--- config.mk ---
export PLATFORM = sky130hd
export DESIGN_NAME = mem_port_arbiter
export DESIGN_NICKNAME = d
export VERILOG_FILES = /design/src/rtl/mem_port_arbiter.sv
export SDC_FILE = /design/constraint.sdc
export NUM_CORES = 1
export LEC_CHECK = 0
export ABC_CLOCK_PERIOD_IN_PS = 2500
export BUFFER_PORTS_ARGS = -buffer_cell sky130_fd_sc_hd__buf_2
export CORE_MARGIN = 4
export CORE_UTILIZATION = 41
export DETAILED_ROUTE_END_ITERATION = 8
export GPL_TIMING_DRIVEN = 0
export PLACE_DENSITY = 0.77
export SKIP_CTS_REPAIR_TIMING = 1
export SLEW_MARGIN = 25
export SYNTH_ARGS = -nofsm -noshare
export SYNTH_HDL_FRONTEND = slang
export SYNTH_SLANG_ARGS = --single-unit
--- constraint.sdc ---
create_clock -name clk -period 2.5 [get_ports clk]
set_input_delay 0.125 -clock clk [delete_from_list [all_inputs] [get_ports clk]]
set_output_delay 0.125 -clock clk [all_outputs]
set_load 0.02 [all_outputs]
--- src/rtl/mem_port_arbiter.sv ---
// Round-robin arbiter serialising three clients' read/write requests onto one memory port.
// Memory-side outputs are registered; read data lands in the owner's one-entry response slot.
module mem_port_arbiter #(
  parameter int WIDTH  = 8,
  parameter int ADDR_W = 16
) (
  input  logic                  clk,
  input  logic                  rst,
  input  logic [2:0]            req_valid,
  output logic [2:0]            req_ready,
  input  logic [2:0]            req_we,
  input  logic [3*ADDR_W-1:0]   req_addr,
  input  logic [3*WIDTH-1:0]    req_wdata,
  output logic [2:0]            rsp_valid,
  input  logic [2:0]            rsp_ready,
  output logic [3*WIDTH-1:0]    rsp_data,
  output logic                  mem_we,
  output logic [ADDR_W-1:0]     mem_addr,
  output logic [WIDTH-1:0]      mem_wdata,
  input  logic [WIDTH-1:0]      mem_rdata
);

  logic [1:0]        rr_q, rr_d;
  logic [2:0]        inflight_q, inflight_d;
  logic [2:0]        rsp_valid_q, rsp_valid_d;
  logic [WIDTH-1:0]  rsp_data_q [3];
  logic [WIDTH-1:0]  rsp_data_d [3];
  logic              mem_we_q, mem_we_d;
  logic [ADDR_W-1:0] mem_addr_q, mem_addr_d;
  logic [WIDTH-1:0]  mem_wdata_q, mem_wdata_d;

  logic [2:0]        eligible;
  logic [1:0]        cand [3];
  logic [ADDR_W-1:0] addr_arr [3];
  logic [WIDTH-1:0]  wdata_arr [3];
  logic              hs;
  logic [1:0]        gid;

  genvar gi;
  generate
    for (gi = 0; gi < 3; gi++) begin : g_client
      logic [2:0] rr_sum;
      assign addr_arr[gi]  = req_addr[gi*ADDR_W +: ADDR_W];
      assign wdata_arr[gi] = req_wdata[gi*WIDTH +: WIDTH];
      // A full or in-flight slot blocks reads only; writes never need a slot.
      assign eligible[gi]  = req_valid[gi] &
                             (req_we[gi] | (~inflight_q[gi] & (~rsp_valid_q[gi] | rsp_ready[gi])));
      assign rr_sum        = {1'b0, rr_q} + 3'(gi);
      assign cand[gi]      = (rr_sum >= 3'd3) ? 2'(rr_sum - 3'd3) : rr_sum[1:0];
      assign rsp_data[gi*WIDTH +: WIDTH] = rsp_data_q[gi];
    end
  endgenerate

  always_comb begin
    hs  = 1'b0;
    gid = 2'd0;
    for (int k = 0; k < 3; k++) begin
      if (!hs && eligible[cand[k]]) begin
        hs  = 1'b1;
        gid = cand[k];
      end
    end
  end

  always_comb begin
    req_ready = 3'b000;
    if (hs && rst) req_ready[gid] = 1'b1;
  end

  always_comb begin
    rr_d        = rr_q;
    inflight_d  = 3'b000;
    rsp_valid_d = rsp_valid_q & ~rsp_ready;
    rsp_data_d  = rsp_data_q;
    mem_we_d    = 1'b0;
    mem_addr_d  = mem_addr_q;
    mem_wdata_d = mem_wdata_q;
    // The issue cycle of a read is exactly the cycle its inflight bit is set.
    for (int i = 0; i < 3; i++) begin
      if (inflight_q[i]) begin
        rsp_valid_d[i] = 1'b1;
        rsp_data_d[i]  = mem_rdata;
      end
    end
    if (hs) begin
      rr_d        = (gid == 2'd2) ? 2'd0 : gid + 2'd1;
      mem_we_d    = req_we[gid];
      mem_addr_d  = addr_arr[gid];
      mem_wdata_d = wdata_arr[gid];
      if (!req_we[gid]) inflight_d[gid] = 1'b1;
    end
  end

  always_ff @(posedge clk or negedge rst) begin
    if (!rst) begin
      rr_q        <= 2'd0;
      inflight_q  <= 3'b000;
      rsp_valid_q <= 3'b000;
      for (int i = 0; i < 3; i++) rsp_data_q[i] <= '0;
      mem_we_q    <= 1'b0;
      mem_addr_q  <= '0;
      mem_wdata_q <= '0;
    end else begin
      rr_q        <= rr_d;
      inflight_q  <= inflight_d;
      rsp_valid_q <= rsp_valid_d;
      for (int i = 0; i < 3; i++) rsp_data_q[i] <= rsp_data_d[i];
      mem_we_q    <= mem_we_d;
      mem_addr_q  <= mem_addr_d;
      mem_wdata_q <= mem_wdata_d;
    end
  end

  assign rsp_valid = rsp_valid_q;
  assign mem_we    = mem_we_q;
  assign mem_addr  = mem_addr_q;
  assign mem_wdata = mem_wdata_q;

endmodule

==> results of run 1 <==
## cell type report
cell class	count	area, um2
clock buffers	10	128
inverters	19	71.3
clock inverters	4	70.1
well taps	77	96.3
multi-input cells	142	1220
flip-flops and latches	57	1430
fillers	573	2460
repair buffers	160	856
plain buffers	17	126
## power by group through the flow
stage,registers [mW],logic [mW],clock network [mW]
2_1_floorplan,2.16,1.54,0
4_1_cts,1.63,3.06,0.915
3_3_place_gp,1.61,2.99,0
6_report,1.65,3.43,0.889
5_1_grt,1.70,3.69,0.959
3_5_place_dp,1.63,3.06,0
## placed cells by master, fill, tap and decap left out, types with 4 or more instances in the layout
master / count
mux2_2: 24
o21ai_0: 20
dfrtp_1: 57
a221oi_1: 12
a22o_1: 12
o21ai_1: 4
a221o_1: 12
buf_2: 148
buf_4: 15
a21o_1: 5
buf_6: 6
a211oi_1: 13
clkbuf_8: 9
clkbuf_1: 4
inv_1: 18
## worst paths after layout
| kind | startpoint | end | slack (ns) | cells past startpoint |
|---|---|---|---|---|
| max | rr_q[1] | req_ready[0] | -0.20 | 9 |
| min | req_we[1] | inflight_q[1] | 0.0005 | 2 |
| max reg2reg | rr_q[1] | mem_addr[6] | -0.15 | 10 |
| min reg2reg | rsp_valid[1] | rsp_valid[1] | 0.50 | 1 |
| max in group asynchronous | rst | mem_wdata[5] | 1.57 | 2 |
| min in group asynchronous | rst | rsp_data[12] | 0.42 | 2 |
## layer usage
metal | share of wire (%) | vias up | GRT usage, %
li1 | - | 1231 | -
met1 | 41 | 1297 | 24.2
met2 | 52 | 89 | 33.4
met3 | 4.6 | 13 | 3.59
met4 | 1.9 | 0 | 8.16
met5 | 0 | - | 0
## flip-flops by register name, indices dropped and copies added (netlist names)
name / count
inflight_q: 3
rsp_valid: 3
rr_q: 2
mem_addr: 16
rsp_data: 24
mem_we: 1
mem_wdata: 8
## per-stage QoR
stage	hold slack [ns]	setup TNS, ns	cell area [um2]	worst slack, ns
after detailed placement	0.246	-1.39	3580	-0.112
after CTS	-0.115	-2.87	3780	-0.486
final	0.000544	-0.558	4000	-0.196
after floorplan	-0.171	0	2760	0.152
after global routing	0.0000447	-1.54	4000	-0.287
after global placement	0.341	-1.06	3580	-0.117
## worst max-delay path: stages, from the launching register on
cell	delay [ns]
dfrtp_1	0.42
ha_4	0.27
and3_4	0.18
or4_4	0.43
a221oi_4	0.27
a21o_1	0.18
nor3_4	0.07
buf_6	0.15
and2_4	0.16
buf_6	0.12
## kinds of logic (layout without fill, tap and decap cells)
logic type | after synthesis | in the layout | synth area share (%)
adders and majority gates | 2 | 2 | 0.907
AOI/OAI and AO/OA | 88 | 88 | 24.6
buffers and inverters | 37 | 210 | 6.58
and+or+nand+nor | 28 | 28 | 6.44
DFF | 57 | 57 | 51.7
muxes | 24 | 24 | 9.80
==> results.txt, run 1 <==
The worst-case headroom to the max-slew limit came out at 49.9%. The final number of setup-violating endpoints was 6; the average cell area after synthesis was 11.7 um2. The share of the synthesized area in the top cell type came out at 51.7%. The fraction of layout cells with a size suffix above 1 was 55.5%; the worst clock skew on the final layout was 0.0138 ns. The first global-routing pass estimated 12900 um of wire. In this run the cell area of the synthesized design comes to 2760 um2. The sequential cell area fraction in the yosys report came out at 51.7%. The clock network burns 14.9% of the power. Input and output buffers added on the ports amount to 145. The run gives 61.9% as the final core area utilization. Among all flip-flop cells after synthesis, the most frequent one is dfrtp_1.

The synthesized netlist contains 41 unique library cells. Entering global routing, the biggest net connects 61 pins. For the area of the core region, the log shows 6460 um2. Combinational logic burns 57.5% of the power. For this design the top-level I/O count stands at 146.

Compared with the post-synthesis result, the final layout area differs by 44.9%. The Yosys step of the flow raised 0 warnings. The detail-routed net length per standard cell was 17.1 um. Slew at the pin with the worst max-slew slack: 0.752 ns. dfrtp_1 is the most common cell in the netlist. Setup repair after global routing could not meet its margin everywhere. Sequential cells account for 27.6% of the total power. Yosys attributes the largest share of cell area to dfrtp_1 52%, mux2_2 9.8%, a221o_1 4.4%.

For the number of global-route vias before repair, the log shows 2629. The total net switching power was 2.48 mW; the register bit count reported by yosys was 57. At the worst endpoint, the required time is 2.38 ns. The logs give 57 for the count of clock tree sinks and 0.371 GHz for the timing-limited maximum frequency. In the global route stage, overall resource usage came out at 19.5%.

The wire-length estimate of the detail-placed layout is 6010 um. After detailed placement, the design holds a cell count of 458. The classification of the worst setup path is flip-flop to output pin. TritonCTS built the clock tree. Row generation in the floorplan step produced 29 rows. The total nets after synthesis is 329, and the fraction of registers with async set/reset is 100%. Of the available clock period, the critical path in the final layout requires 108%. The count of nets left with antenna violations once routing finished came out at 0.

The worst hold-check path type is input port to flip-flop. The tools report the number of levels the H-tree was split into as 3. The iteration-0 DRC count of the detailed router is 115, and the detailed-route DRC error count is 0. Post-synthesis cell type with the largest combined area: dfrtp_1. The gate count after technology mapping is 236. The total overflow reported by the global router was 0; the count of flip-flops with a built-in enable after synthesis was 0. The run finished, with violations left. The logs give 8110 um2 for the overall die area and 9 for the CTS buffer count. In this run the vertical extent of the chip is 90.0 um.

The later pin in the worst-skew pair is clocked with a latency of 0.33 ns. Max-cap violations in this run came to 0. The number of antenna violations at the first check in global routing was 0; the number of cells in the finished layout apart from fillers was 486. Die width: 90.0 um. The detailed router placed 2630 vias in this run. Along the worst path, the maximum fanout reaches 8.

The pre-antenna-repair detailed-routing pass consisted of 4 iterations. Type of destination of the critical path: an output pin. The total power divided by cell area works out to 1490 nW/um2. The final critical-path required period was 2.70 ns. The routability-driven placement congestion ratio was 0.811. In the synthesized netlist, the cells that appear most often are 57 x dfrtp_1, 24 x mux2_2, 20 x o21ai_0.

After detailed routing, the number of vias per cell comes to 5.41. After detailed routing, the total wire length is 8290 um. The cell sitting at the root of the clock tree is a clkbuf_8. In this run the static leakage power is 2.03 nW.

STA classifies the critical path startpoint as a flip-flop. Number of hold violations in the final report: 0. The final reports fail on setup timing. Total power for the finished layout comes to 5.96 mW. The final critical-path setup slack is -0.196 ns, and the clock transition at the register clock pins on the worst setup and hold paths after CTS is 0.06 ns.

The tools report the worst vdd rail ir drop as 0.659 mV. The final-stage net count was 499; the initial core utilization was 42.7%. The switching share of total power is 41.6%, and the number of buffers on the longest clock path is 2. Cell internal power was estimated by the tool at 3.48 mW. The number of inserted diodes is 0, and the number of pins exceeding their max-slew limit in the final report is 0. The run gives 2.57 ns as the critical path arrival.
No activity file was read; power rests on OpenSTA's default activity.
==> run 2, diff against run 1 <==
ABC_AREA = 1   (was unset)
ABC_CLOCK_PERIOD_IN_PS = 2200   (was 2500)
CORE_UTILIZATION = 42   (was 41)
PLACE_DENSITY = 0.76   (was 0.77)
clock period = 2.2 ns   (was 2.5 ns; I/O delays follow)
==> results.txt, run 2 <==
Post-route fraction of the period consumed by the critical path: 102%. In this run the clock root is driven by a clkbuf_8. The vias per cell was 4.90 (-9.5%).

The post-synthesis cell type with the largest combined area was dfrtp_1. The detail-routed net length per standard cell was 13.9 um (-19%). The insertion delay of the later-clocked pin in the worst-skew pair is 0.33 ns (about the same). Number of cells in the design after placement: 599 (+31%).

The number of violations of the max-capacitance limit was 0 (unchanged); the highest net fanout along the worst path was 5 (-3). TritonCTS built the clock tree. The run finished, with violations left. STA classifies the critical path endpoint as an output pin.

The tools report the number of buffers on the longest clock path as 2 (unchanged). The tools report the iteration-0 DRC count of the detailed router as 137 (+19%). In the layout the commonest cells are 145 x buf_2, 121 x nand2_1, 57 x dfrtp_1.

For the number of global-route vias before repair, the log shows 2938 (+12%). The highest layer touched by signal routing is met4. The count of flip-flops with a built-in enable after synthesis came out at 0 (unchanged). Counting stages on the worst path, the most repeated cell is nand2_4. The tools report the total detailed-routing wirelength as 8900 um (+7.3%).

The worst vdd rail ir drop came out at 1.37 mV (+110%). The final critical-path setup slack is -0.0529 ns (+0.143 ns), and the timing-limited maximum frequency is 0.444 GHz. Classification of the worst setup path: flip-flop to output pin. The cell family with the largest share of critical-path delay is simple AND/OR/NAND/NOR gates. The clock transition at the register clock pins on the worst setup and hold paths after CTS is 0.07 ns (about the same).

The power after layout is 9.72 mW (+63%). From synthesis to final layout, the design area changed by 46.6%. The number of nets with antenna violations after routing is 0 (unchanged), and the CTS buffer count is 9 (unchanged). The tools report the count of clock tree sinks as 57 (unchanged).

The run gives 3 (unchanged) as the number of levels the H-tree was split into. Yosys attributes the largest share of cell area to dfrtp_1 46%, nand2_1 16%, nand3_1 4.4%. The detailed-route DRC error count is 0 (unchanged), and the average cell area after synthesis is 8.71 um2 (-25%).

For the number of cells in the finished layout apart from fillers, the log shows 642 (+32%). The tools report the iteration count of the initial detailed-routing pass as 4 (unchanged). The vertical die dimension is 93.8 um (+4.2%), and the final core area utilization is 62.8% (+0.94 points). The tightest min-delay check is of the input port to async pin type.

The fraction of layout cells with a size suffix above 1 was 52.3% (-3.2 points); the total overflow reported by the global router was 0 (unchanged). For the fill cell total of the finished layout, the log shows 629 (+9.8%). For the number of antenna violations at the first check in global routing, the log shows 0 (unchanged).

The checks that failed: hold timing, setup timing. The sum of routed wire segments on met1 is 3660 um (+6.7%). The number of I/O port buffers was 145 (unchanged). For the final HPWL from detailed placement, the log shows 6660 um (+11%). Count of vias placed by the detailed router: 3143 (+20%). The number of core rows was 31 (+6.9%); the worst clock skew on the final layout was 0.00997 ns (-0.00382 ns). nand2_1 is the most common cell in the netlist. For the overall die area, the log shows 8800 um2 (+8.6%). The worst path buffer plus inverter count works out to 3 (+1). The number of inserted diodes came out at 0 (unchanged). For this design, the slowest cell found on the critical path is dfrtp_1. The run gives 2.14 ns (-0.43 ns) as the critical path arrival.

The warning count from the yosys run is 0 (unchanged), and the register bit count reported by yosys is 57 (unchanged). Sorting the synthesized cells by how often they occur yields 129 x nand2_1, 57 x dfrtp_1, 27 x nand3_1. The run gives 0.913 (+13%) as the routability-driven placement congestion ratio. Sequential cell area fraction in the yosys report: 46.1% (-5.6 points). The final setup TNS was -0.145 ns (+0.413 ns). The reported leakage power was 2.38 nW (+17%); the met3 wire length was 717 um (+88%). The worst setup path is launched from a flip-flop.

The tightest hold margin is -0.161 ns (-0.161 ns). Walking the worst path, the cells encountered are buf_4 > ha_4 > inv_4 > nand3_1 > nand3_2 > nand2_4 > nand2_2 > nand2_2 > nand2_4 > nand2_8 > nor2_8 > nand2_4 > nor2_4 > buf_6. The number of pins exceeding their max-slew limit in the final report is 0 (unchanged), and the initial core utilization is 42.9% (+0.16 points). For the unique cell type count in the Yosys netlist, the log shows 29 (-29%). The logs give 13300 um (+2.9%) for the wire length of the first global-routing pass and 146 (unchanged) for the I/O pin total.

The slew at the pin with the worst max-slew slack is 0.731 ns (-0.0206 ns), and the die width is 93.8 um (+4.2%). For the post-synthesis instance area, the log shows 3090 um2 (+12%). The run gives 355 (+50%) as the gate count after technology mapping. The worst-case headroom to the max-slew limit came out at 51.3% (+1.4 points). The tools report the total nets after synthesis as 448 (+36%). Setup repair after global routing could not meet its margin everywhere. Leading register cell type out of synthesis: dfrtp_1. Counting I/O delays and the setup requirement, the final critical path takes 2.25 ns.

The total track usage is 19.2% (-0.27 points), and the flip-flop count of the largest register, all copies and words added is 24 (unchanged). The total power divided by cell area came out at 2140 nW/um2 (+44%). For the total length of routed met2 wires, the log shows 4300 um (-0.74%).

The fraction of registers with async set/reset is 100% (unchanged). The logs give 2.09 ns (-0.29 ns) for the required time reported for the critical path endpoint and 631 (+26%) for the final-stage net count. The final number of setup-violating endpoints is 3 (-3). The logs give 7210 um2 (+12%) for the area of the core region and 57 (+57) for the number of hold violations in the final report.

The largest net degree at the start of global routing came out at 59 (-3.3%). The share of the synthesized area in the top cell type is 46.1% (-5.6 points). The delay of the slowest cell on the worst path came out at 0.39 ns (-0.04 ns). The most frequent standard cell in the layout excluding fill and tap cells is buf_2.
run 2: cell types whose count changed in the layout (fill, tap and decap cells not counted), moves of 15 or more:
cell | before | now
nand2_1 | 3 | 121
nand3_1 | 1 | 23
a21oi_1 | 2 | 20
nand2_2 | 0 | 18
o21ai_0 | 20 | 2
buf_4 | 15 | 31
mux2_2 | 24 | 8
nand3_2 | 0 | 15
run 2: metrics by stage:
stage               instance area (um2)  worst slack [ns]
CTS                                4120            -0.394
floorplan                          3090             0.173
detailed placement                 3950           -0.0313
finish                             4530           -0.0529
global route                       4530            -0.191
global placement                   3940           0.00191
run 2: layout make-up:
type / count / area, um2 / area share, %
tap: 99 / 124 / 2.73
clock inverter: 7 / 46.3 / 1.02
multi-input combinational: 266 / 1630 / 36.0
timing repair buffer: 173 / 958 / 21.1
buffer: 14 / 126 / 2.79
clock buffer: 9 / 124 / 2.73
sequential: 57 / 1430 / 31.5
inverter: 17 / 97.6 / 2.15
run 2: cells by family (layout without fill, tap and decap cells):
logic type | after synthesis | after routing | share of synthesized area, %
simple gates | 224 | 224 | 36.5
flops | 57 | 57 | 46.1
compound gates | 32 | 32 | 7.16
buf+inv | 32 | 220 | 6.47
mux | 8 | 8 | 2.91
fa+ha+maj | 2 | 2 | 0.809
run 2: final timing paths:
check                               end  cells after the start  slack, ns          from
max in group asynchronous   mem_addr[0]                      1       1.88           rst
max                        req_ready[0]                     14      -0.05       rr_q[0]
min                         rsp_data[7]                      1      -0.16           rst
min in group clk           mem_addr[11]                      3          0  req_addr[27]
min reg2reg                rsp_data[11]                      2       0.47  rsp_data[11]
max reg2reg                 mem_addr[0]                     10       0.08       rr_q[1]
run 2: power by group:
| group | leakage, nW | internal (mW) | switching, mW |
|---|---|---|---|
| clock network | 0.0814 | 0.405 | 0.432 |
| registers | 0.687 | 1.64 | 0.274 |
| logic | 1.61 | 2.83 | 4.13 |
| total | 2.38 | 4.88 | 4.84 |
run 2: metal layers:
metal,track usage (%),vias up
met5,0,-
met3,4.33,22
li1,-,1534
met4,8.90,0
met1,23.8,1439
met2,31.8,148
==> run 3, diff against run 2 <==
--- a/config.mk
+++ b/config.mk
@@ -14,4 +14,5 @@
 export GPL_TIMING_DRIVEN = 0
 export PLACE_DENSITY = 0.76
+export SETUP_SLACK_MARGIN = 0.2
 export SKIP_CTS_REPAIR_TIMING = 1
 export SLEW_MARGIN = 25
==> constraint.sdc (replaced) <==
create_clock -name clk -period 2.2 [get_ports clk]
set_input_delay 0.55 -clock clk [delete_from_list [all_inputs] [get_ports clk]]
set_output_delay 0.55 -clock clk [all_outputs]
set_load 0.02 [all_outputs]
==> results.txt, run 3 (same netlist as run 2, synthesis figures left out) <==
Slew at the pin with the worst max-slew slack: 0.726 ns (-0.00464 ns). The worst hold path belongs to the class input port to async pin. The vias per cell was 4.89 (-0.19%). Overall die area: 8800 um2 (unchanged).

The growth of design area from synthesis to finish was 57.0%. In this run the critical register-to-register path is launched from rr_q[1]. The tools report the final critical-path setup slack as -0.525 ns (-0.472 ns). For the number of nets with antenna violations after routing, the log shows 0 (unchanged).

The run finished, with violations left. The run gives 13800 um (+3.5%) as the wire length of the first global-routing pass. The number of violations of the max-capacitance limit was 0 (unchanged); the fraction of layout cells with a size suffix above 1 was 58.9% (+6.6 points).

The classification of the worst setup path is flip-flop to output pin. Final critical-path required period: 2.73 ns (+0.472 ns). The final reports fail on setup timing. The logs give 42.9% (unchanged) for the initial core utilization and 3 (unchanged) for the number of levels the H-tree was split into. The tools report the worst clock skew on the final layout as 0.00795 ns (-0.00202 ns). The summed area of non-filler cells in the final layout was 4860 um2 (+7.1%). The number of I/O port buffers was 145 (unchanged); the final number of setup-violating endpoints was 3 (unchanged).

The tools report the routability-driven placement congestion ratio as 0.826 (-9.6%). The worst setup path is launched from a flip-flop. Detail-routed net length per standard cell: 14.8 um (+6.6%).

The register-to-register setup slack is 0.03 ns (-0.05 ns). The tools report the required time reported for the critical path endpoint as 1.65 ns (-0.44 ns). The logs give 0 (unchanged) for the number of pins exceeding their max-slew limit in the final report and 4 (unchanged) for the iteration count of the initial detailed-routing pass. The number of cells traversed by the worst register-to-register path was 12 (+2). For the total detailed-routing wirelength, the log shows 9770 um (+9.7%). The number of core rows is 31 (unchanged), and the number of global-route vias before repair is 2985 (+1.6%). Leaving out fill and tap cells, the most frequent cells in the layout are 142 x buf_2, 117 x nand2_1, 56 x dfrtp_1. The worst-case headroom to the max-slew limit was 51.6% (+0.31 points). The reg-to-reg endpoint is mem_addr[6].

The worst setup path is captured at an output pin. The number of antenna violations at the first check in global routing is 0 (unchanged), and the number of cells in the finished layout apart from fillers is 661 (+3.0%). Tracing the worst setup path back leads to its startpoint at rr_q[0]. The run gives 146 (unchanged) as the I/O pin total.

Number of hold violations in the final report: 0 (-100%). TritonCTS built the clock tree. Capture point of the critical path: req_ready[0]. The run gives 2.18 ns (+0.04 ns) as the critical path arrival. Setup repair after global routing could not meet its margin everywhere. Leaving out fill and tap cells, the most frequent cell in the layout is buf_2. The post-route fraction of the period consumed by the critical path works out to 124% (+21 points).

The tools report the number of buffers on the longest clock path as 2 (unchanged). For the number of inserted diodes, the log shows 0 (unchanged). The logs give 3230 (+2.8%) for the count of vias placed by the detailed router and 0.33 ns (about the same) for the insertion delay of the later-clocked pin in the worst-skew pair. The cell area reported after detailed placement was 4050 um2 (+2.6%); the CTS buffer count was 9 (unchanged).

Area of the core region: 7210 um2 (unchanged). Number of cells in the design after placement: 599 (unchanged). The logs give -1.50 ns (-1.36 ns) for the final setup TNS and 59 (unchanged) for the largest net degree at the start of global routing. The clock transition at the register clock pins on the worst setup and hold paths after CTS is 0.07 ns (about the same), and the tightest hold margin is 0.287 ns (+0.448 ns). The timing-limited maximum frequency is 0.367 GHz (-17%), and the final-stage net count is 650 (+3.0%). Clock tree synthesis selected as its root buffer the cell clkbuf_8. The fill cell total of the finished layout was 621 (-1.3%); the count of clock tree sinks was 57 (unchanged). The final HPWL from detailed placement is 6700 um (+0.70%), and the die width is 93.8 um (unchanged). The vertical die dimension came out at 93.8 um (unchanged).

The highest net fanout along the worst path is 6 (+1). The logs give 169 (+23%) for the iteration-0 DRC count of the detailed router and 20.0% (+0.79 points) for the total track usage. The total overflow reported by the global router was 0 (unchanged). The detailed-route DRC error count is 0 (unchanged), and the flip-flop count of the largest register, all copies and words added is 24 (unchanged).
run 3: cell count changes in the layout (fill, tap and decap cells not counted), moves of 5 or more:
cell | before | now
a21oi_2 | 7 | 18
nand2_2 | 18 | 23
a21oi_1 | 20 | 9
buf_6 | 6 | 12
buf_4 | 31 | 44
run 3: worst min-delay path by stage:
stage | startpoint | end | slack (ns) | depth (start not counted)
floorplan | rst | inflight_q[0] | 0.25 | 0
global placement | rsp_data[14] | rsp_data[14] | 0.45 | 2
detailed placement | rsp_data[1] | rsp_data[1] | 0.45 | 2
CTS | rst | rsp_data[3] | 0.30 | 1
global route | rst | rsp_data[1] | 0.34 | 1
finish | rst | rsp_data[3] | 0.29 | 1
run 3: stage by stage:
stage / utilization [%] / worst slack (ns)
after detailed placement: 56.1 / -0.430
after global routing: 67.3 / -0.607
final: 67.3 / -0.525
after floorplan: - / -0.0310
after CTS: 58.5 / -0.661
after global placement: 56.1 / -0.673
run 3: metal layers:
| layer | wire, um | share of wire, % | global-route usage, % |
|---|---|---|---|
| met5 | 0 | 0 | 0 |
| met4 | 286 | 2.9 | 8.42 |
| met3 | 719 | 7.4 | 6.01 |
| met2 | 4840 | 50 | 32.8 |
| met1 | 3920 | 40 | 24.4 |
run 3: layout make-up:
cell class                      count  area, um2  area share (%)
Clock buffer                        9        124            2.55
Inverter                           17        113            2.32
Timing Repair Buffer              191       1150            23.7
Clock inverter                      7       46.3           0.953
Tap cell                           99        124            2.55
Multi-Input combinational cell    266       1700            35.0
Sequential cell                    57       1430            29.4
Buffer                             15        173            3.55
run 3: worst max-delay path: stages, from the launching register on:
cell and delay [ns]:
dfrtp_1 0.42, inv_2 0.09, ha_4 0.16, clkinvlp_4 0.16, nand3_2 0.13, nand2_4 0.11
nand2_2 0.10, nand2_2 0.07, nand2_4 0.10, nand2_8 0.08, nor2_8 0.14, nand2_4 0.07
nor2_4 0.08, buf_6 0.12
Power of run 3 is not shown: default switching activity piles up to over one toggle a cycle in this logic, so the estimate is an artifact.
